--- src/rtl/pixel_fetch_pkg.sv ---
// Shared widths, defaults and fetch-FSM state encoding for the pixel fetcher.
package pixel_fetch_pkg;
    localparam int ADDR_W = 24;
    localparam int WORD_W = 16;
    localparam int IDX_W  = 4;
    localparam logic [IDX_W-1:0] UNDERFLOW_INDEX_DEF = 4'h8;

    typedef enum logic [1:0] {
        IDLE,
        REQ,
        WAIT
    } fetch_state_t;
endpackage

--- src/rtl/pixel_fetch_if.sv ---
// SDRAM read-port bundle between the pixel fetcher (master) and the controller (slave).
interface pixel_fetch_if;
    import pixel_fetch_pkg::*;

    logic [ADDR_W-1:0] rd_addr;
    logic              rd_enable;
    logic              busy;
    logic              rd_ready;
    logic [WORD_W-1:0] rd_data;

    modport master (
        output rd_addr, rd_enable,
        input  busy, rd_ready, rd_data
    );

    modport slave (
        input  rd_addr, rd_enable,
        output busy, rd_ready, rd_data
    );
endinterface

--- src/rtl/pixel_fetch_word_fifo.sv ---
// Synchronous word FIFO; flush beats push, and push into a full FIFO is allowed when a pop frees a slot.
module pixel_fetch_word_fifo
    import pixel_fetch_pkg::*;
#(
    parameter int DEPTH = 16
) (
    input  logic                       clk,
    input  logic                       rst,
    input  logic                       flush,
    input  logic                       push,
    input  logic [WORD_W-1:0]          wdata,
    input  logic                       pop,
    output logic [WORD_W-1:0]          head,
    output logic [$clog2(DEPTH+1)-1:0] count,
    output logic                       empty
);
    localparam int PTR_W = $clog2(DEPTH);
    localparam int CNT_W = $clog2(DEPTH + 1);
    localparam logic [CNT_W-1:0] FULL_CNT = DEPTH[CNT_W-1:0];

    logic [WORD_W-1:0] mem [DEPTH];
    logic [PTR_W-1:0]  wr_ptr;
    logic [PTR_W-1:0]  rd_ptr;
    logic              full;
    logic              do_push;
    logic              do_pop;

    assign empty   = (count == '0);
    assign full    = (count == FULL_CNT);
    assign do_pop  = pop && !empty;
    assign do_push = push && (!full || do_pop);
    assign head    = mem[rd_ptr];

    always_ff @(posedge clk) begin
        if (rst || flush) begin
            wr_ptr <= '0;
            rd_ptr <= '0;
            count  <= '0;
        end else begin
            if (do_push) wr_ptr <= wr_ptr + 1'b1;
            if (do_pop)  rd_ptr <= rd_ptr + 1'b1;
            case ({do_push, do_pop})
                2'b10:   count <= count + 1'b1;
                2'b01:   count <= count - 1'b1;
                default: count <= count;
            endcase
        end
    end

    // Storage is not reset; the pointers alone define validity.
    always_ff @(posedge clk) begin
        if (do_push && !rst && !flush) mem[wr_ptr] <= wdata;
    end
endmodule

--- src/rtl/pixel_fetch.sv ---
// Fetches packed 4-bit palette indices from SDRAM and emits one per DrawArea cycle.
// Optional PIXEL_FETCH_STATS_EN adds a saturating underflow_count output.
module pixel_fetch
    import pixel_fetch_pkg::*;
#(
    parameter int                H_ACTIVE        = 640,
    parameter int                V_ACTIVE        = 480,
    parameter logic [ADDR_W-1:0] BASE_ADDR       = 24'h000000,
    parameter int                FIFO_DEPTH      = 16,
    parameter logic [IDX_W-1:0]  UNDERFLOW_INDEX = UNDERFLOW_INDEX_DEF
) (
    input  logic              pixclk,
    input  logic              rst,
    input  logic              animate,
    input  logic              DrawArea,
    pixel_fetch_if.master     sd,
    output logic [IDX_W-1:0]  pix_index,
`ifdef PIXEL_FETCH_STATS_EN
    output logic [15:0]       underflow_count,
`endif
    output logic              underflow
);
    // state | meaning
    // IDLE  | no read outstanding; waits for FIFO room and frame budget
    // REQ   | rd_enable held until the controller drops busy
    // WAIT  | request accepted; waiting for rd_ready
    localparam int FRAME_WORDS = H_ACTIVE * V_ACTIVE / 4;
    localparam int WI_W        = $clog2(FRAME_WORDS + 1);
    localparam int CNT_W       = $clog2(FIFO_DEPTH + 1);
    localparam logic [WI_W-1:0] FRAME_LIM = FRAME_WORDS[WI_W-1:0];
    localparam logic [CNT_W:0]  DEPTH_LIM = FIFO_DEPTH[CNT_W:0];

    fetch_state_t      state;
    fetch_state_t      state_nx;
    logic [WI_W-1:0]   words_issued;
    logic              discard;
    logic [1:0]        nibble;
    logic [WORD_W-1:0] fifo_head;
    logic [CNT_W-1:0]  fifo_count;
    logic              fifo_empty;
    logic              fifo_push;
    logic              fifo_pop;
    logic              accept;
    logic              resp;

    always_ff @(posedge pixclk) begin
        if (rst) state <= IDLE;
        else     state <= state_nx;
    end

    always_comb begin
        state_nx     = state;
        sd.rd_enable = 1'b0;
        accept       = 1'b0;
        resp         = 1'b0;
        case (state)
            IDLE: begin
                if (!animate && ({1'b0, fifo_count} + 1'b1 <= DEPTH_LIM) &&
                    (words_issued < FRAME_LIM))
                    state_nx = REQ;
            end
            REQ: begin
                sd.rd_enable = 1'b1;
                if (animate) begin
                    state_nx = IDLE;
                end else if (!sd.busy) begin
                    accept   = 1'b1;
                    state_nx = WAIT;
                end
            end
            WAIT: begin
                if (sd.rd_ready) begin
                    resp     = 1'b1;
                    state_nx = IDLE;
                end
            end
            default: state_nx = IDLE;
        endcase
    end

    assign fifo_push = resp && !discard && !animate;
    assign fifo_pop  = DrawArea && !fifo_empty && (nibble == 2'd3);

    always_ff @(posedge pixclk) begin
        if (rst) begin
            sd.rd_addr   <= BASE_ADDR;
            words_issued <= '0;
            discard      <= 1'b0;
        end else if (animate) begin
            sd.rd_addr   <= BASE_ADDR;
            words_issued <= '0;
            // A response still in flight belongs to the old frame and must be dropped.
            discard      <= (state == WAIT) && !sd.rd_ready;
        end else begin
            if (accept)    words_issued <= words_issued + 1'b1;
            if (fifo_push) sd.rd_addr   <= sd.rd_addr + 1'b1;
            if (resp)      discard      <= 1'b0;
        end
    end

    always_ff @(posedge pixclk) begin
        if (rst) begin
            pix_index <= '0;
            nibble    <= '0;
            underflow <= 1'b0;
        end else begin
            if (!DrawArea)       pix_index <= '0;
            else if (!fifo_empty) pix_index <= fifo_head[{nibble, 2'b00} +: IDX_W];
            else                 pix_index <= UNDERFLOW_INDEX;

            if (animate) begin
                nibble    <= '0;
                underflow <= 1'b0;
            end else begin
                if (DrawArea && !fifo_empty) nibble    <= nibble + 1'b1;
                if (DrawArea && fifo_empty)  underflow <= 1'b1;
            end
        end
    end

`ifdef PIXEL_FETCH_STATS_EN
    always_ff @(posedge pixclk) begin
        if (rst || animate)
            underflow_count <= '0;
        else if (DrawArea && fifo_empty && (underflow_count != 16'hFFFF))
            underflow_count <= underflow_count + 1'b1;
    end
`endif

    pixel_fetch_word_fifo #(
        .DEPTH (FIFO_DEPTH)
    ) u_word_fifo (
        .clk   (pixclk),
        .rst   (rst),
        .flush (animate),
        .push  (fifo_push),
        .wdata (sd.rd_data),
        .pop   (fifo_pop),
        .head  (fifo_head),
        .count (fifo_count),
        .empty (fifo_empty)
    );
endmodule

--- src/flat_wrapper.sv ---
// flat-port wrapper written by rule: the top's interface ports become plain ports
module pixel_fetch_flat import pixel_fetch_pkg::*;
#(
    parameter int                H_ACTIVE        = 640,
    parameter int                V_ACTIVE        = 480,
    parameter logic [ADDR_W-1:0] BASE_ADDR       = 24'h000000,
    parameter int                FIFO_DEPTH      = 16,
    parameter logic [IDX_W-1:0]  UNDERFLOW_INDEX = UNDERFLOW_INDEX_DEF
)
  (pixclk, rst, animate, DrawArea, pix_index, underflow, sd_rd_addr, sd_rd_enable, sd_busy, sd_rd_ready, sd_rd_data);
  pixel_fetch_if sd_i ();
  input  logic pixclk;
  input  logic rst;
  input  logic animate;
  input  logic DrawArea;
  output logic [IDX_W-1:0] pix_index;
  output logic underflow;
  output wire logic [$bits(sd_i.rd_addr)-1:0] sd_rd_addr;
  output wire logic [$bits(sd_i.rd_enable)-1:0] sd_rd_enable;
  input wire logic [$bits(sd_i.busy)-1:0] sd_busy;
  input wire logic [$bits(sd_i.rd_ready)-1:0] sd_rd_ready;
  input wire logic [$bits(sd_i.rd_data)-1:0] sd_rd_data;
  assign sd_rd_addr = sd_i.rd_addr;
  assign sd_rd_enable = sd_i.rd_enable;
  assign sd_i.busy = sd_busy;
  assign sd_i.rd_ready = sd_rd_ready;
  assign sd_i.rd_data = sd_rd_data;
  pixel_fetch #(.H_ACTIVE(H_ACTIVE), .V_ACTIVE(V_ACTIVE), .BASE_ADDR(BASE_ADDR), .FIFO_DEPTH(FIFO_DEPTH), .UNDERFLOW_INDEX(UNDERFLOW_INDEX)) u_core (.pixclk(pixclk), .rst(rst), .animate(animate), .DrawArea(DrawArea), .sd(sd_i), .pix_index(pix_index), .underflow(underflow));
endmodule
--- config.mk ---
export PLATFORM = sky130hd
export DESIGN_NAME = pixel_fetch_flat
export DESIGN_NICKNAME = d
export VERILOG_FILES = /design/src/rtl/pixel_fetch_pkg.sv /design/src/rtl/pixel_fetch_if.sv /design/src/rtl/pixel_fetch_word_fifo.sv /design/src/rtl/pixel_fetch.sv /design/src/flat_wrapper.sv
export SDC_FILE = /design/constraint.sdc
export NUM_CORES = 1
export LEC_CHECK = 0
export CORE_MARGIN = 10
export CORE_UTILIZATION = 54
export DETAILED_ROUTE_END_ITERATION = 16
export PLACE_DENSITY = 0.75
export SLEW_MARGIN = 20
export SYNTH_ARGS = -nofsm -noshare
export SYNTH_HDL_FRONTEND = slang
export SYNTH_SLANG_ARGS = --single-unit
--- constraint.sdc ---
create_clock -name pixclk -period 3.2 [get_ports pixclk]
set_clock_uncertainty 0.05 [all_clocks]
set_input_delay 0.8 -clock pixclk [delete_from_list [all_inputs] [get_ports pixclk]]
set_output_delay 0.8 -clock pixclk [all_outputs]
set_load 0.01 [all_outputs]
* After elaboration in Yosys (flattened, before gate mapping) *
Memory sizes are Yosys's and may differ from the RTL's. A register that Yosys moved wholly into a read port is not among the register bits.
Index checks and enable logic that the tools add are counted.

cells by class
  bitwise logic cells = 1
  eq/ne operators = 9
  order comparisons = 2
  multiplexer cells = 19
  $add $sub $neg = 8
  shift-type cells = 1
  reductions and logical operators = 28

operators with widths
  cell                                                                              count
  24-bit by 1-bit adder with 24-bit output, second input constant                   1
  17-bit by 1-bit adder with 17-bit output, second input constant                   1
  17-bit < comparator, second input constant                                        1
  16-bit by 5-bit indexed part select with 4-bit output                             1
  1-bit logical AND                                                                 12
  4-bit two-way mux                                                                 3
  1-bit two-way mux                                                                 10
  5-bit case mux with 2 select lines                                                1
  4-bit by 1-bit adder with 4-bit output, second input constant                     2
  2-bit two-way mux                                                                 4
  5-bit by 1-bit adder with 6-bit output, second input constant                     1
  2-bit equality test, second input constant                                        3
  6-bit by 5-bit less-or-equal comparator with 1-bit output, second input constant  1
  1-bit zero test                                                                   6
  2-bit case mux with 3 select lines                                                1
  5-bit by 1-bit adder with 5-bit output, second input constant                     1
  5-bit equality test, second input constant                                        1
  5-bit zero test                                                                   1
  5-bit by 1-bit subtractor with 5-bit output, second input constant                1
  2-bit by 1-bit equality test with 1-bit output, second input constant             2
  2-bit nonzero test                                                                2
  2-bit OR reduction                                                                2
  3-bit inequality test, second input constant                                      1
  3-bit AND reduction                                                               1
  7 further kinds                                                                   8

word-level totals
  input port bits = 22
  output and inout bits = 30
  memories kept = 1
  RAM bits = 256
  register bits = 64

memory list
  memory                  depth  width  read ports  clocked after memory_dff  write ports  RTL line                     RTL
  u_core.u_word_fifo.mem  16     16     1           1                         1            pixel_fetch_word_fifo.sv:21  logic [WORD_W-1:0] mem [DEPTH];

* Longest topological paths before layout *
Gate-level depths: netlist (run 1).

  depth after elaboration = 11
  depth in mapped cells = 9
  mapped depth without buffers = 9

* By module *
From an unflattened synthesis (run 1), not the netlist that was laid out.

unflattened totals
  cells, all modules = 801
  area, all modules = 13106.3 sq um

by module, submodules not included
  module                 area an instance (sq um)  instances  cells an instance
  pixel_fetch_word_fifo  10649.0                   1          528
  pixel_fetch            2457.4                    1          273

* Least setup slack after synthesis (run 1) *
Ideal clock, no wire load.

  kind = input to register
  start = input animate
  end = memory u_core.u_word_fifo.mem[11][0] (enable)
  buffers on the path = 2
  stages = 5
  setup time = 0.409 ns
  data arrival time = 2.865 ns
  setup slack = -0.124 ns
  cell sequence = clkbuf_1 -> a311oi_1 -> clkbuf_1 -> nand3_1 -> nor3_1

on the way
  longest elaborated chain between the ends = 7

ends and longest elaborated chain
  element                                      RTL line                                        RTL
  start: declaration                           flat_wrapper.sv:14                              input logic animate;
  1-bit zero test (*)                          pixel_fetch_word_fifo.sv:52, pixel_fetch.sv:81
  1-bit logical AND                            pixel_fetch.sv:81                               assign fifo_push = resp && !discard && !animate;
  1-bit logical AND                            pixel_fetch_word_fifo.sv:31                     assign do_push = push && (!full || do_pop);
  1-bit logical AND                            pixel_fetch_word_fifo.sv:52                     if (do_push && !rst && !flush) mem[wr_ptr] <= wdata;
  1-bit logical AND (*)                        pixel_fetch_word_fifo.sv:52
  1-bit two-way mux (*)                        pixel_fetch_word_fifo.sv:52
  1-bit two-way mux (not written as such) (*)  pixel_fetch_word_fifo.sv:52
  end: declaration                             pixel_fetch_word_fifo.sv:21

Every way passes the cells marked *; elsewhere a longest branch is shown, timed or not.

* Worst setup path in the final report (run 1) *
  start = register u_core.u_word_fifo.count[0]
  end = register u_core.u_word_fifo.count[4]

on the way
  longest elaborated chain between the ends = 9
  elaborated cells between the ends (all ways) = 15
  classes of those cells = add/sub: 2; eq/ne: 3; mux: 1; reduce/logical: 9

ends and longest elaborated chain
  element                                                                                       RTL line                                        RTL
  start: declaration                                                                            pixel_fetch_word_fifo.sv:14                     output logic [$clog2(DEPTH+1)-1:0] count,
  start signal: assignment                                                                      pixel_fetch_word_fifo.sv:43                     2'b10: count <= count + 1'b1;
  start signal: assignment                                                                      pixel_fetch_word_fifo.sv:44                     2'b01: count <= count - 1'b1;
  start signal: assignment                                                                      pixel_fetch_word_fifo.sv:45                     default: count <= count;
  5-bit zero test                                                                               pixel_fetch_word_fifo.sv:28                     assign empty = (count == '0);
  1-bit zero test                                                                               pixel_fetch_word_fifo.sv:30, pixel_fetch.sv:82
  1-bit logical AND (2 in series)                                                               pixel_fetch.sv:82                               assign fifo_pop = DrawArea && !fifo_empty && (nibble == 2'd3);
  1-bit logical AND                                                                             pixel_fetch_word_fifo.sv:30                     assign do_pop = pop && !empty;
  1-bit logical OR                                                                              pixel_fetch_word_fifo.sv:31
  1-bit logical AND                                                                             pixel_fetch_word_fifo.sv:31
  2-bit by 1-bit equality test with 1-bit output / 2-bit equality test (equally long branches)  pixel_fetch_word_fifo.sv:42                     case ({do_push, do_pop})
  5-bit case mux with 2 select lines / 2-bit nonzero test (equally long branches)               -

Several ways; a longest one is shown, not always the timed one.
A chain may end at the register's enable or synchronous reset.

==> results of run 1 <==
-- flip-flops by register name (all words and copies together) (netlist names), 4 cells and up, named ones only --
signal and flops:
u_core.u_word_fifo.rd_ptr 4, u_core.u_word_fifo.mem 256, u_core.u_word_fifo.wr_ptr 4, u_core.pix_index 4, u_core.u_word_fifo.count 5, u_core.sd.rd_addr 24
u_core.words_issued 17
-- stage by stage --
stage / setup WS (ns) / area, µm² / hold slack [ns] / total power [mW] / cells
floorplan: -0.124 / 12900 / 0.404 / 4.65 / 781
global placement: 0.0390 / 14100 / 0.415 / 4.73 / 1157
detailed placement: -0.0329 / 14100 / 0.446 / 4.74 / 1157
CTS: 0.457 / 15200 / 0.456 / 8.57 / 1215
global route: 0.306 / 15200 / 0.476 / 8.76 / 1215
finish: 0.454 / 15200 / 0.458 / 8.50 / 1215
-- final timing paths --
| kind | to | cells after the start | slack [ns] | from |
|---|---|---|---|---|
| worst min register to register | u_core.sd.rd_addr[22] | 2 | 0.46 | u_core.sd.rd_addr[22] |
| worst max register to register | u_core.u_word_fifo.count[4] | 9 | 0.45 | u_core.u_word_fifo.count[0] |
| worst min-delay path | u_core.sd.rd_addr[22] | 2 | 0.46 | u_core.sd.rd_addr[22] |
| worst max-delay path | u_core.u_word_fifo.count[4] | 9 | 0.45 | u_core.u_word_fifo.count[0] |
-- Yosys cell counts (2+ instances only) --
| master | count |
|---|---|
| and4_1 | 4 |
| mux4_2 | 60 |
| a31oi_1 | 3 |
| a211oi_1 | 3 |
| nand2b_1 | 3 |
| a2111oi_0 | 3 |
| edfxtp_1 | 256 |
| nor3b_1 | 2 |
| and3_1 | 5 |
| or2_2 | 2 |
| nor2_1 | 64 |
| clkbuf_1 | 14 |
| or3_1 | 11 |
| nand2_1 | 31 |
| nor2b_1 | 6 |
| inv_1 | 11 |
| dfxtp_1 | 68 |
| mux2i_1 | 26 |
| buf_1 | 4 |
| and2_1 | 6 |
| a22oi_1 | 24 |
| nor3_1 | 10 |
| buf_2 | 13 |
| xnor2_1 | 16 |
| or4_1 | 2 |
| xor2_1 | 21 |
| ha_1 | 11 |
| buf_4 | 2 |
| o21ai_0 | 14 |
| nand4_1 | 11 |
| nand3_1 | 15 |
| a21oi_1 | 23 |
| nand4b_1 | 2 |
| a21o_1 | 4 |
| nor4_1 | 10 |
-- cells by family after synthesis --
group | after synthesis | share of synthesized area [%]
adders and majority gates | 12 | 1.22
xor gates and xnor gates | 37 | 2.51
muxes | 87 | 12.6
DFF | 324 | 70.1
and+or+nand+nor | 193 | 7.96
buffers and inverters | 45 | 1.49
AOI/OAI and AO/OA | 83 | 4.19
-- power by group through the flow --
stage / Clock, mW / Combinational (mW) / Sequential, mW
after floorplan: 0 / 0.0235 / 4.63
after global placement: 0 / 0.0981 / 4.63
after detailed placement: 0 / 0.106 / 4.63
after CTS: 3.92 / 0.106 / 4.54
after global routing: 4.10 / 0.116 / 4.54
final: 3.86 / 0.106 / 4.54
-- layer usage --
layer  wire length [µm]  global-route usage (%)  vias to the layer above
li1                   -                       -                     3254
met3               2270                    3.66                       67
met1              11100                    23.5                     3704
met5                  0                       0                        -
met4                880                    5.37                        0
met2              13400                    29.8                      336
-- area by class of cell --
cell class                 count  area [µm²]
sequential                   324        9050
fill                        1580        8260
multi-input combinational    412        3700
timing repair buffer          90         928
clock buffer                  33         783
tap                          319         399
clock inverter                25         307
inverter                      12        45.0
-- worst max-delay path: cells and delay by family, from the launching register on --
family | cells | cell delay, ns
and+or+nand+nor | 4 | 1.08
AOI/OAI and AO/OA | 4 | 0.67
adders and majority gates | 1 | 0.41
DFF | 1 | 0.37
==> impl_metrics.csv, run 1 <==
group,metric,value,unit
floorplanning,fp-row-count,56,
drt,wl_per_cell,22.8,µm
logic_synthesis,syn-num-nets,815,
floorplanning,fp.dieW,175,µm
power_and_ir_drop,switching_share,18.8,%
sta,clock.fmax,364,MHz
power_and_ir_drop,p_leak,4.84,nW
floorplanning,initial_utilization,55.0,%
grt,grt_max_degree,59,
drt,route.detailed.drc,0,
drt,drt_iter0_markers,887,
setup_path,cp_max_fo,5,
floorplanning,dieArea,0.0305,mm²
power_and_ir_drop,vdd_drop_max,0.444,mV
grt,grt_use_total,18.0,%
sta,drv_slew,0,
outcome,status,"complete, no violations",
logic_synthesis,ys_seq_area_share,70.1,%
sta,setup_tns,0,ns
final_layout,final_nets,905,
sta,fin_crit,2.75,ns
clock_network,cts_buffer_depth,3,
logic_synthesis,synth_top_area_share,59.5,%
logic_synthesis,ys.flop_type,"edfxtp_1",
setup_path,slowest_delay,0.61,ns
clock_network,post_cts_buffers,0,
logic_synthesis,ys_warn_count,0,
sta,period_share,85.8,%
sta,rsz0062_at_grt,"false",
setup_path,start_kind,"flop",
setup_path,path_cells,"or4_1 > o211ai_2 > nor2_1 > fa_1 > a21o_1 > a21o_1 > nor3_1 > o21ai_0 > nor3b_1",
clock_network,clk_latency,0.56,ns
grt,grt_pass1_vias,7585,
logic_synthesis,synthCells,781,
power_and_ir_drop,seq_power_share,53.4,%
power_and_ir_drop,power_density,559,mW/mm²
grt,grt_first_pass_wirelength,43300,µm
clock_network,hold_buffers,0,
clock_network,cts.sinks,324,
clock_network,htree_levels,1,
logic_synthesis,synth-edff-count,256,
logic_synthesis,avgSynthCellArea,16.5,µm²
floorplanning,die_y,175,µm
clock_network,cts_inserted_buffers,31,
setup_path,cp.arrival,3.08,ns
setup_path,timing.critical_path.mode_cell,"a21o_1",
power_and_ir_drop,power.internal,6.90,mW
drt,drt_pass1_iterations,7,
setup_path,critical_path_class,"flop to flop",
clock_network,cts_tree,"built",
setup_path,end_kind,"flop",
clock_network,clk_pin_slew_worst_paths,0.06,ns
logic_synthesis,synth-seq-cells,324,
final_layout,area_growth,17.8,%
drt,ant_nets,0,
sta,hold_viol_final,0,
floorplanning,io_pins,52,
clock_network,ctsResizeCount,0,
min_path,hold_class,"flop to flop",
power_and_ir_drop,p_switching,1.60,mW
floorplanning,core-area,0.0235,mm²
drt,viasPerCell,6.06,
logic_synthesis,yosysTopAreaCell,"edfxtp_1",
setup_path,cp.required,3.54,ns
logic_synthesis,synth_area_leaders,"edfxtp_1 (60%), dfxtp_1 (11%), mux4_2 (10%)",
placement,dp_hpwl,18000,µm
final_layout,mostFrequentLayoutCells,"edfxtp_1 (256), dfxtp_1 (65), nor2_1 (62)",
sta,finalSetupViolations,0,
sta,tightestPinTransition,1.09,ns
flow_run,drv_cap,0,
final_layout,antenna_cells,0,
final_layout,mostFrequentLayoutCell,"edfxtp_1",
setup_path,crit_slowest_cell,"or4_1",
placement,place_congestion,0.842,
drt,routed_wirelength,27600,µm
logic_synthesis,async_reset_ff_share,0,%
sta,relSlewSlack,27.4,%
logic_synthesis,synth_cell_types,56,
grt,antenna_found_initial,0,
clock_network,clockRootBuffer,"clkbuf_16",
power_and_ir_drop,comb_power_share,1.3,%
grt,grt_overflow,0,
drt,num_vias,7361,
final_layout,drive_above_1_share,18.8,%
power_and_ir_drop,p_clk_share,45.4,%
final_layout,final_core_util,64.8,%
logic_synthesis,synth_area,0.0129,mm²
placement,io_buffers,51,
Power figures use the tool's default switching activity.
==> inputs of run 2 (changes only) <==
--- a/config.mk
+++ b/config.mk
@@ -9,6 +9,7 @@
 export CORE_UTILIZATION = 54
 export DETAILED_ROUTE_END_ITERATION = 16
 export PLACE_DENSITY = 0.75
+export REMOVE_ABC_BUFFERS = 1
 export SLEW_MARGIN = 20
 export SYNTH_ARGS = -nofsm -noshare
 export SYNTH_HDL_FRONTEND = slang
==> run 2 against run 1 <==
Highest routed layer is now met5. Largest cell class unchanged. Hold slack worse by 0.010 ns. Worst setup slack worse by 0.038 ns. Power is 0.65% higher. Register-to-register slack worse by 0.04 ns. Clock power is 1% higher.
==> impl_metrics.csv, run 2 (synthesis results as in run 1) <==
group,metric,value,unit
power_and_ir_drop,p_total,8.56,mW
drt,drt_iter0_markers,702,
sta,rsz0062_at_grt,"false",
sta,finalSetupViolations,0,
placement,placed_area,0.0142,mm²
drt,route.detailed.drc,0,
sta,period_share,87.0,%
final_layout,regMostFlops,"u_core.u_word_fifo.mem",
grt,grt_max_degree,59,
final_layout,area_growth,18.4,%
setup_path,reg2reg_slack,0.42,ns
floorplanning,initial_utilization,55.0,%
sta,tightestPinTransition,0.643,ns
sta,hold_viol_final,0,
drt,drt_pass1_iterations,7,
grt,grt_use_total,18.2,%
final_layout,instances_no_fill,1228,
power_and_ir_drop,p_leak,4.91,nW
floorplanning,fp.dieW,175,µm
placement,place_congestion,0.859,
final_layout,drive_above_1_share,19.5,%
setup_path,critical_path_class,"flop to flop",
clock_network,hold_buffers,0,
placement,dp_hpwl,17900,µm
final_layout,fin_area,0.0153,mm²
final_layout,antenna_cells,0,
setup_path,cp.required,3.53,ns
clock_network,htree_levels,2,
clock_network,cts_tree,"built",
clock_network,cts_buffer_depth,3,
drt,routed_wirelength,28100,µm
flow_run,drv_cap,0,
clock_network,cts.sinks,324,
sta,relSlewSlack,57.1,%
grt,antenna_found_initial,1,
final_layout,largest_register_ffs,256,
outcome,status,"complete, no violations",
floorplanning,fp-row-count,56,
drt,viasPerCell,6.06,
setup_path,cp.arrival,3.11,ns
clock_network,clk_latency,0.52,ns
clock_network,clockRootBuffer,"clkbuf_16",
final_layout,largest_registers,"u_core.u_word_fifo.mem (256), u_core.sd.rd_addr (24), u_core.words_issued (17)",
min_path,hold_class,"flop to flop",
sta,drv_slew,0,
sta,setup_tns,0,ns
drt,ant_nets,0,
sta,hold-worst-slack,0.448,ns
clock_network,cts_inserted_buffers,34,
placement,place_inst,1169,
setup_path,start_kind,"flop",
final_layout,mostFrequentLayoutCells,"edfxtp_1 (256), dfxtp_1 (65), nor2_1 (64)",
final_layout,nFillCells,1573,
power_and_ir_drop,vdd_drop_max,0.464,mV
final_layout,seq_area,0.00905,mm²
sta,fin_crit,2.78,ns
final_layout,multiInputGateArea,0.00370,mm²
clock_network,post_cts_buffers,0,
floorplanning,io_pins,52,
floorplanning,core-area,0.0235,mm²
placement,io_buffers,51,
drt,wl_per_cell,22.9,µm
grt,grt_pass1_vias,7746,
final_layout,mostFrequentLayoutCell,"edfxtp_1",
grt,grt_first_pass_wirelength,43600,µm
setup_path,end_kind,"flop",
floorplanning,dieArea,0.0305,mm²
setup_path,cp_max_fo,5,
clock_network,ctsResizeCount,0,
floorplanning,die_y,175,µm
grt,grt_overflow,0,
sta,clock.fmax,359,MHz
drt,num_vias,7447,
clock_network,clk_pin_slew_worst_paths,0.06,ns
power_and_ir_drop,power_density,560,mW/mm²
final_layout,final_nets,920,
-- run 2: cell count changes in the layout (fill, tap and decap cells not counted), moves of 2 or more --
cell,previous run,this run
clkbuf_8,0,3
clkbuf_1,2,10
clkbuf_16,31,35
nor2_2,2,0
nor2_1,62,64
buf_12,10,8
bufinv_16,7,3
clkinvlp_4,3,0
clkinv_1,8,2
buf_4,29,43
-- run 2: through the flow --
step	worst slack, ns	utilization (%)
final	0.416	65.2
after global routing	0.236	65.2
after CTS	0.407	65.1
after detailed placement	-0.0644	60.4
after global placement	0.0422	60.4
after floorplan	-0.474	-
-- run 2: cell type report --
cell class | instances | area share, %
Multi-Input combinational cell | 412 | 24.2
Tap cell | 319 | 2.61
Clock inverter | 11 | 0.990
Inverter | 12 | 0.295
Sequential cell | 324 | 59.2
Timing Repair Buffer | 102 | 6.50
Clock buffer | 48 | 6.24
-- run 2: path summary, 6_finish.rpt --
| kind | start | end | cells past startpoint |
|---|---|---|---|
| worst max-delay path | u_core.u_word_fifo.count[0] | u_core.u_word_fifo.count[4] | 9 |
| worst max register to register | u_core.u_word_fifo.count[0] | u_core.u_word_fifo.count[4] | 9 |
| worst min-delay path | u_core.words_issued[1] | u_core.words_issued[1] | 2 |
| worst min register to register | u_core.words_issued[1] | u_core.words_issued[1] | 2 |
-- run 2: routing by layer --
metal,track usage (%),wire [µm],up-vias
met2,30.6,14300,295
met1,23.1,11200,3809
li1,-,-,3282
met4,6.57,713,2
met5,0,18,-
met3,3.66,1950,59
-- run 2: where the power goes --
group          total, mW  internal (mW)  switching (mW)  leakage (nW)
Clock               3.91           2.34            1.57         0.543
Combinational      0.107         0.0380          0.0691          1.52
Sequential          4.54           4.54         0.00315          2.85
Total               8.56           6.91            1.64          4.91
-- run 2: critical path, stage by stage, from the launching register on --
cell	delay (ns)
dfxtp_1	0.37
or4_1	0.62
o211ai_2	0.19
nor2_1	0.13
fa_1	0.45
a21o_1	0.20
a21o_1	0.17
nor3_1	0.18
o21ai_0	0.12
nor3b_1	0.15
==> inputs of run 3 (changes only) <==
--- a/config.mk
+++ b/config.mk
@@ -6,9 +6,9 @@
 export NUM_CORES = 1
 export LEC_CHECK = 0
 export CORE_MARGIN = 10
-export CORE_UTILIZATION = 54
+export CORE_UTILIZATION = 59
 export DETAILED_ROUTE_END_ITERATION = 16
-export PLACE_DENSITY = 0.75
+export PLACE_DENSITY = 0.78
 export REMOVE_ABC_BUFFERS = 1
 export SLEW_MARGIN = 20
 export SYNTH_ARGS = -nofsm -noshare
==> constraint.sdc (replaced) <==
create_clock -name pixclk -period 2.8 [get_ports pixclk]
set_clock_uncertainty 0.05 [all_clocks]
set_input_delay 0.7 -clock pixclk [delete_from_list [all_inputs] [get_ports pixclk]]
set_output_delay 0.7 -clock pixclk [all_outputs]
set_load 0.01 [all_outputs]
==> run 3 against run 2 <==
Global-route usage rose by 1.3 points. Die area shrank 7.5%. Final cell count fell by 1.5%. Clock power rose by 5%. Via count increased by 0.27%. Critical path depth stayed put. Final area rose by 0.28%. Sequential power is 14% higher. Worst setup slack got worse by 0.24 ns. Non-clock buffer count is 19 higher. Critical endpoint unchanged. Largest power group unchanged. Highest routed layer is now met4.
==> impl_metrics.csv, run 3 (synthesis results as in run 1) <==
group,metric,value,unit
grt,grt_first_pass_wirelength,43600,µm
drt,ant_nets,0,
sta,drv_slew,0,
flow_run,drv_cap,0,
drt,num_vias,7467,
floorplanning,io_pins,52,
final_layout,antenna_cells,0,
drt,wl_per_cell,23.0,µm
sta,fin_crit,2.62,ns
power_and_ir_drop,p_leak,4.96,nW
setup_path,cp-endpoint,"u_core.u_word_fifo.count[4]",
drt,route.detailed.drc,0,
setup_path,reg2regPathDepth,9,
sta,period_share,93.7,%
clock_network,ctsResizeCount,0,
setup_path,cp.arrival,2.95,ns
power_and_ir_drop,p_total,9.40,mW
setup_path,timing.critical_path.mode_cell,"a21o_1",
final_layout,mostFrequentLayoutCells,"edfxtp_1 (256), dfxtp_1 (65), nor2_1 (64)",
clock_network,clockRootBuffer,"clkbuf_16",
grt,grt_use_total,19.5,%
setup_path,critPathLaunch,"u_core.u_word_fifo.count[1]",
setup_path,crit_slowest_cell,"or4_4",
grt,grt_pass1_vias,7767,
floorplanning,fp-row-count,54,
drt,routed_wirelength,27800,µm
power_and_ir_drop,power_density,613,mW/mm²
sta,tightestPinTransition,0.593,ns
clock_network,post_cts_buffers,0,
sta,fin_ws,0.175,ns
sta,hold_viol_final,0,
sta,hold-worst-slack,0.436,ns
drt,drt_iter0_markers,809,
placement,dpl_worst_slack,-0.269,ns
floorplanning,dieArea,0.0282,mm²
setup_path,start_kind,"flop",
setup_path,r2r-end,"u_core.u_word_fifo.count[4]",
drt,drt_pass1_iterations,5,
clock_network,cts_buffer_depth,3,
final_layout,regMostFlops,"u_core.u_word_fifo.mem",
grt,antenna_found_initial,0,
sta,finalSetupViolations,0,
placement,dp_hpwl,18200,µm
placement,place_congestion,0.836,
final_layout,mostFrequentLayoutCell,"edfxtp_1",
floorplanning,fp.dieW,168,µm
final_layout,area_growth,18.8,%
setup_path,reg2reg_slack,0.18,ns
outcome,status,"complete, no violations",
clock_network,htree_levels,2,
clock_network,clk_pin_slew_worst_paths,0.06,ns
min_path,hold_depth,2,
power_and_ir_drop,seq_power_share,55.2,%
sta,relSlewSlack,60.4,%
clock_network,cts_tree,"built",
setup_path,cp_max_fo,5,
floorplanning,initial_utilization,59.5,%
power_and_ir_drop,vdd_drop_max,0.534,mV
power_and_ir_drop,power.internal,7.58,mW
min_path,hold_class,"flop to flop",
setup_path,cp.required,3.12,ns
power_and_ir_drop,p_switching,1.83,mW
setup_path,cp.depth,9,
sta,rsz0062_at_grt,"false",
placement,io_buffers,51,
final_layout,drive_above_1_share,20.6,%
grt,grt_max_degree,34,
sta,clock.fmax,381,MHz
power_and_ir_drop,switching_share,19.4,%
final_layout,largest_register_ffs,256,
final_layout,largest_registers,"u_core.u_word_fifo.mem (256), u_core.sd.rd_addr (24), u_core.words_issued (17)",
setup_path,critical_path_class,"flop to flop",
setup_path,crit_family,"simple AND/OR/NAND/NOR gates",
setup_path,crit_buf_inv,0,
clock_network,clk_latency,0.51,ns
setup_path,slowest_delay,0.55,ns
floorplanning,core-area,0.0217,mm²
drt,viasPerCell,6.18,
floorplanning,die_y,168,µm
clock_network,cts.sinks,324,
setup_path,worst_r2r_startpoint,"u_core.u_word_fifo.count[1]",
setup_path,path_cells,"or4_4 > o211ai_2 > nor2_1 > fa_1 > a21o_1 > a21o_1 > nor3_1 > o21ai_0 > nor3b_1",
final_layout,final_nets,939,
clock_network,hold_buffers,0,
power_and_ir_drop,comb_power_share,1.3,%
final_layout,final_core_util,70.7,%
clock_network,cts_inserted_buffers,34,
setup_path,end_kind,"flop",
grt,grt_overflow,0,
power_and_ir_drop,p_clk_share,43.5,%
## run 3: cell types whose count changed in the layout (fill, tap and decap cells not counted), moves of 2 or more
cell / before / now
clkinv_2: 4 / 1
buf_4: 43 / 59
clkbuf_1: 10 / 13
bufinv_16: 3 / 0
clkinv_1: 2 / 6
clkinv_8: 0 / 2
buf_12: 8 / 11
clkbuf_8: 3 / 1
## run 3: layer usage
layer | vias to the layer above | GRT usage, % | wire length (µm)
met5 | - | 0 | 0
met4 | 0 | 7.04 | 779
met3 | 63 | 3.84 | 1810
met2 | 326 | 32.3 | 14000
met1 | 3754 | 25.2 | 11200
li1 | 3324 | - | -
## run 3: power groups by stage
stage / logic [mW] / clock network [mW] / registers (mW)
after floorplan: 0.0221 / 0 / 5.29
after global placement: 0.117 / 0 / 5.29
after detailed placement: 0.126 / 0 / 5.29
after CTS: 0.126 / 4.16 / 5.19
after global routing: 0.139 / 4.35 / 5.19
final: 0.125 / 4.09 / 5.19
## run 3: how the worst min path moves through the flow
stage | endpoint | startpoint | slack (ns)
floorplan | u_core.words_issued[1] | u_core.words_issued[1] | 0.40
global placement | u_core.words_issued[1] | u_core.words_issued[1] | 0.41
detailed placement | u_core.underflow | u_core.underflow | 0.42
CTS | u_core.words_issued[1] | u_core.words_issued[1] | 0.44
global route | u_core.words_issued[1] | u_core.words_issued[1] | 0.47
finish | u_core.words_issued[1] | u_core.words_issued[1] | 0.44
## run 3: cell type report
cell class / count / area, µm²
clock buffers: 49 / 938
clock inverters: 11 / 77.6
fillers: 1321 / 6350
inverters: 12 / 45.0
multi-input cells: 412 / 3700
flip-flops and latches: 324 / 9050
well taps: 280 / 350
repair buffers: 121 / 1170
## run 3: worst reg2reg max path, stage by stage (launching register included)
cell and delay, ns:
dfxtp_1 0.37, or4_4 0.55, o211ai_2 0.18, nor2_1 0.12
fa_1 0.40, a21o_1 0.19, a21o_1 0.19, nor3_1 0.19
o21ai_0 0.11, nor3b_1 0.15
## run 3: metrics by stage
stage / TNS, ns / instances / cell area [µm²]
global route: 0 / 1209 / 15300
floorplan: -88.77 / 748 / 12800
global placement: -34.09 / 1149 / 14300
finish: 0 / 1209 / 15300
CTS: 0 / 1209 / 15300
detailed placement: -40.76 / 1149 / 14300
==> RTL edit (config.mk and constraints of run 2) <==
The package constant `ADDR_W` goes from 24 to 16.
--- a/src/rtl/pixel_fetch_pkg.sv
+++ b/src/rtl/pixel_fetch_pkg.sv
@@ -1,6 +1,6 @@
 // Shared widths, defaults and fetch-FSM state encoding for the pixel fetcher.
 package pixel_fetch_pkg;
-    localparam int ADDR_W = 24;
+    localparam int ADDR_W = 16;
     localparam int WORD_W = 16;
     localparam int IDX_W  = 4;
     localparam logic [IDX_W-1:0] UNDERFLOW_INDEX_DEF = 4'h8;
Interface: changed (resized sd_rd_addr); port bits go from 52 to 44. No check against the original RTL was run, so the function may have changed too.
==> RTL edit against run 2 <==
Synthesized area fell by 1.9%. Routed wire length decreased by 4.7%. Count of clock-buffer cells in the layout down 13. Worst setup slack worse by 42 ps. Sequential cell count down 8. Power is 2.5% lower. Cell area decreased by 2.7%. Via count is 5.8% lower. Critical path type unchanged. Largest cell class unchanged. Highest routed layer is now met4.
==> RTL edit: results (changes against run 2) <==
Parameter                              Value

Status
  Run status    finished, final reports clean

Power
  Leak Pwr    4.70 nW (-4.4%)
  Reported sequential group power    4.44 mW (-2%)
  Peak ir drop on the vdd network    0.000483 V (+4.2%)

STA
  Slew @ Worst Pin    1010 ps (+370 ps)

Synth
  Top cells by instance count after synthesis    256 x edfxtp_1, 60 x dfxtp_1, 58 x mux4_2, 57 x nor2_1, 33 x mux2i_1
  Multiplexer share of the synthesized area    14.5% (+1.9 points)
  Main area contributors after synthesis    edfxtp_1 61%, mux4_2 10%, dfxtp_1 9.5%, mux2i_1 2.6%, nor2_1 1.7%
  Yosys cell types    59 (+5.4%)
  Arithmetic-cell share of the synthesized area counting full adders, half adders and majority gates    1.24% (+0.024 points)
  Fraction of the yosys area taken by sequential cells    70.2% (+0.11 points)
  Synthesized-area fraction occupied by xor and xnor cells    2.14% (-0.37 points)
  Fraction of the mapped netlist area in compound gates    3.20% (-0.98 points)

Finish
  Top Registers    u_core.u_word_fifo.mem: 256 flops, u_core.words_issued: 17 flops, u_core.sd.rd_addr: 16 flops
  Multi-input combinational cell count    366 (-11%)
  Register cell area after layout    8890 um2 (-1.8%)
  Total of clock buffers placed in the layout    35 (-27%)
  Area used by multi-input combinational logic    3530 um2 (-4.4%)
  Final design area excluding fillers    14900 um2 (-2.7%)
  Layout Nets    864 (-6.1%)
  Filler Cells Inserted    1522 (-3.2%)
  Relative area of clock buffers and inverters in the final design    7.24% (+0.0091 points)

Critical path
  Crit path DAT    3250 ps (+140 ps)

Route
  First-pass iteration count of the detailed router    5 (-2)
  Wire per inst    23.0 um (+0.38%)
  Starting DRC count in detailed routing    743 (+5.8%)
  DRT met1 WL    11300 um (+1.1%)
  Detailed route wirelength on metal3    1590 um (-18%)

Placed design
  Count of buffers from port buffering    43 (-16%)

Global route
  Overall Global Routing Usage    17.6% (-0.65 points)
  First-pass GRT wire length    42000 um (-3.6%)
  Largest net degree at the start of global routing    52 (-12%)
## RTL edit: changes by cell type in the layout (fill, tap and decap cells not counted), sizes merged, moves of 4 or more
cell / delta
clkbuf: -13
nor2: -7
mux4: +5
clkinv: +6
mux2i: +7
nor4: -6
xnor2: +6
bufinv: +4
inv: +8
xor2: -12
clkdlybuf4s50: -8
nand2: -11
a22oi: -18
dfxtp: -8
## RTL edit: logic make-up after synthesis
kind of cell	after synthesis
fa+ha+maj	12
flops	316
mux	99
xor+xnor	31
buf+inv	53
compound gates	63
simple gates	161
## RTL edit: metrics by stage
stage / TNS [ps] / worst slack [ps] / cells
after global placement: 0 / 7.25 / 1110
final: 0 / 374 / 1166
after global routing: 0 / 208 / 1166
after detailed placement: -65.4 / -65.4 / 1110
after floorplan: -12360 / -737 / 703
after CTS: 0 / 366 / 1166
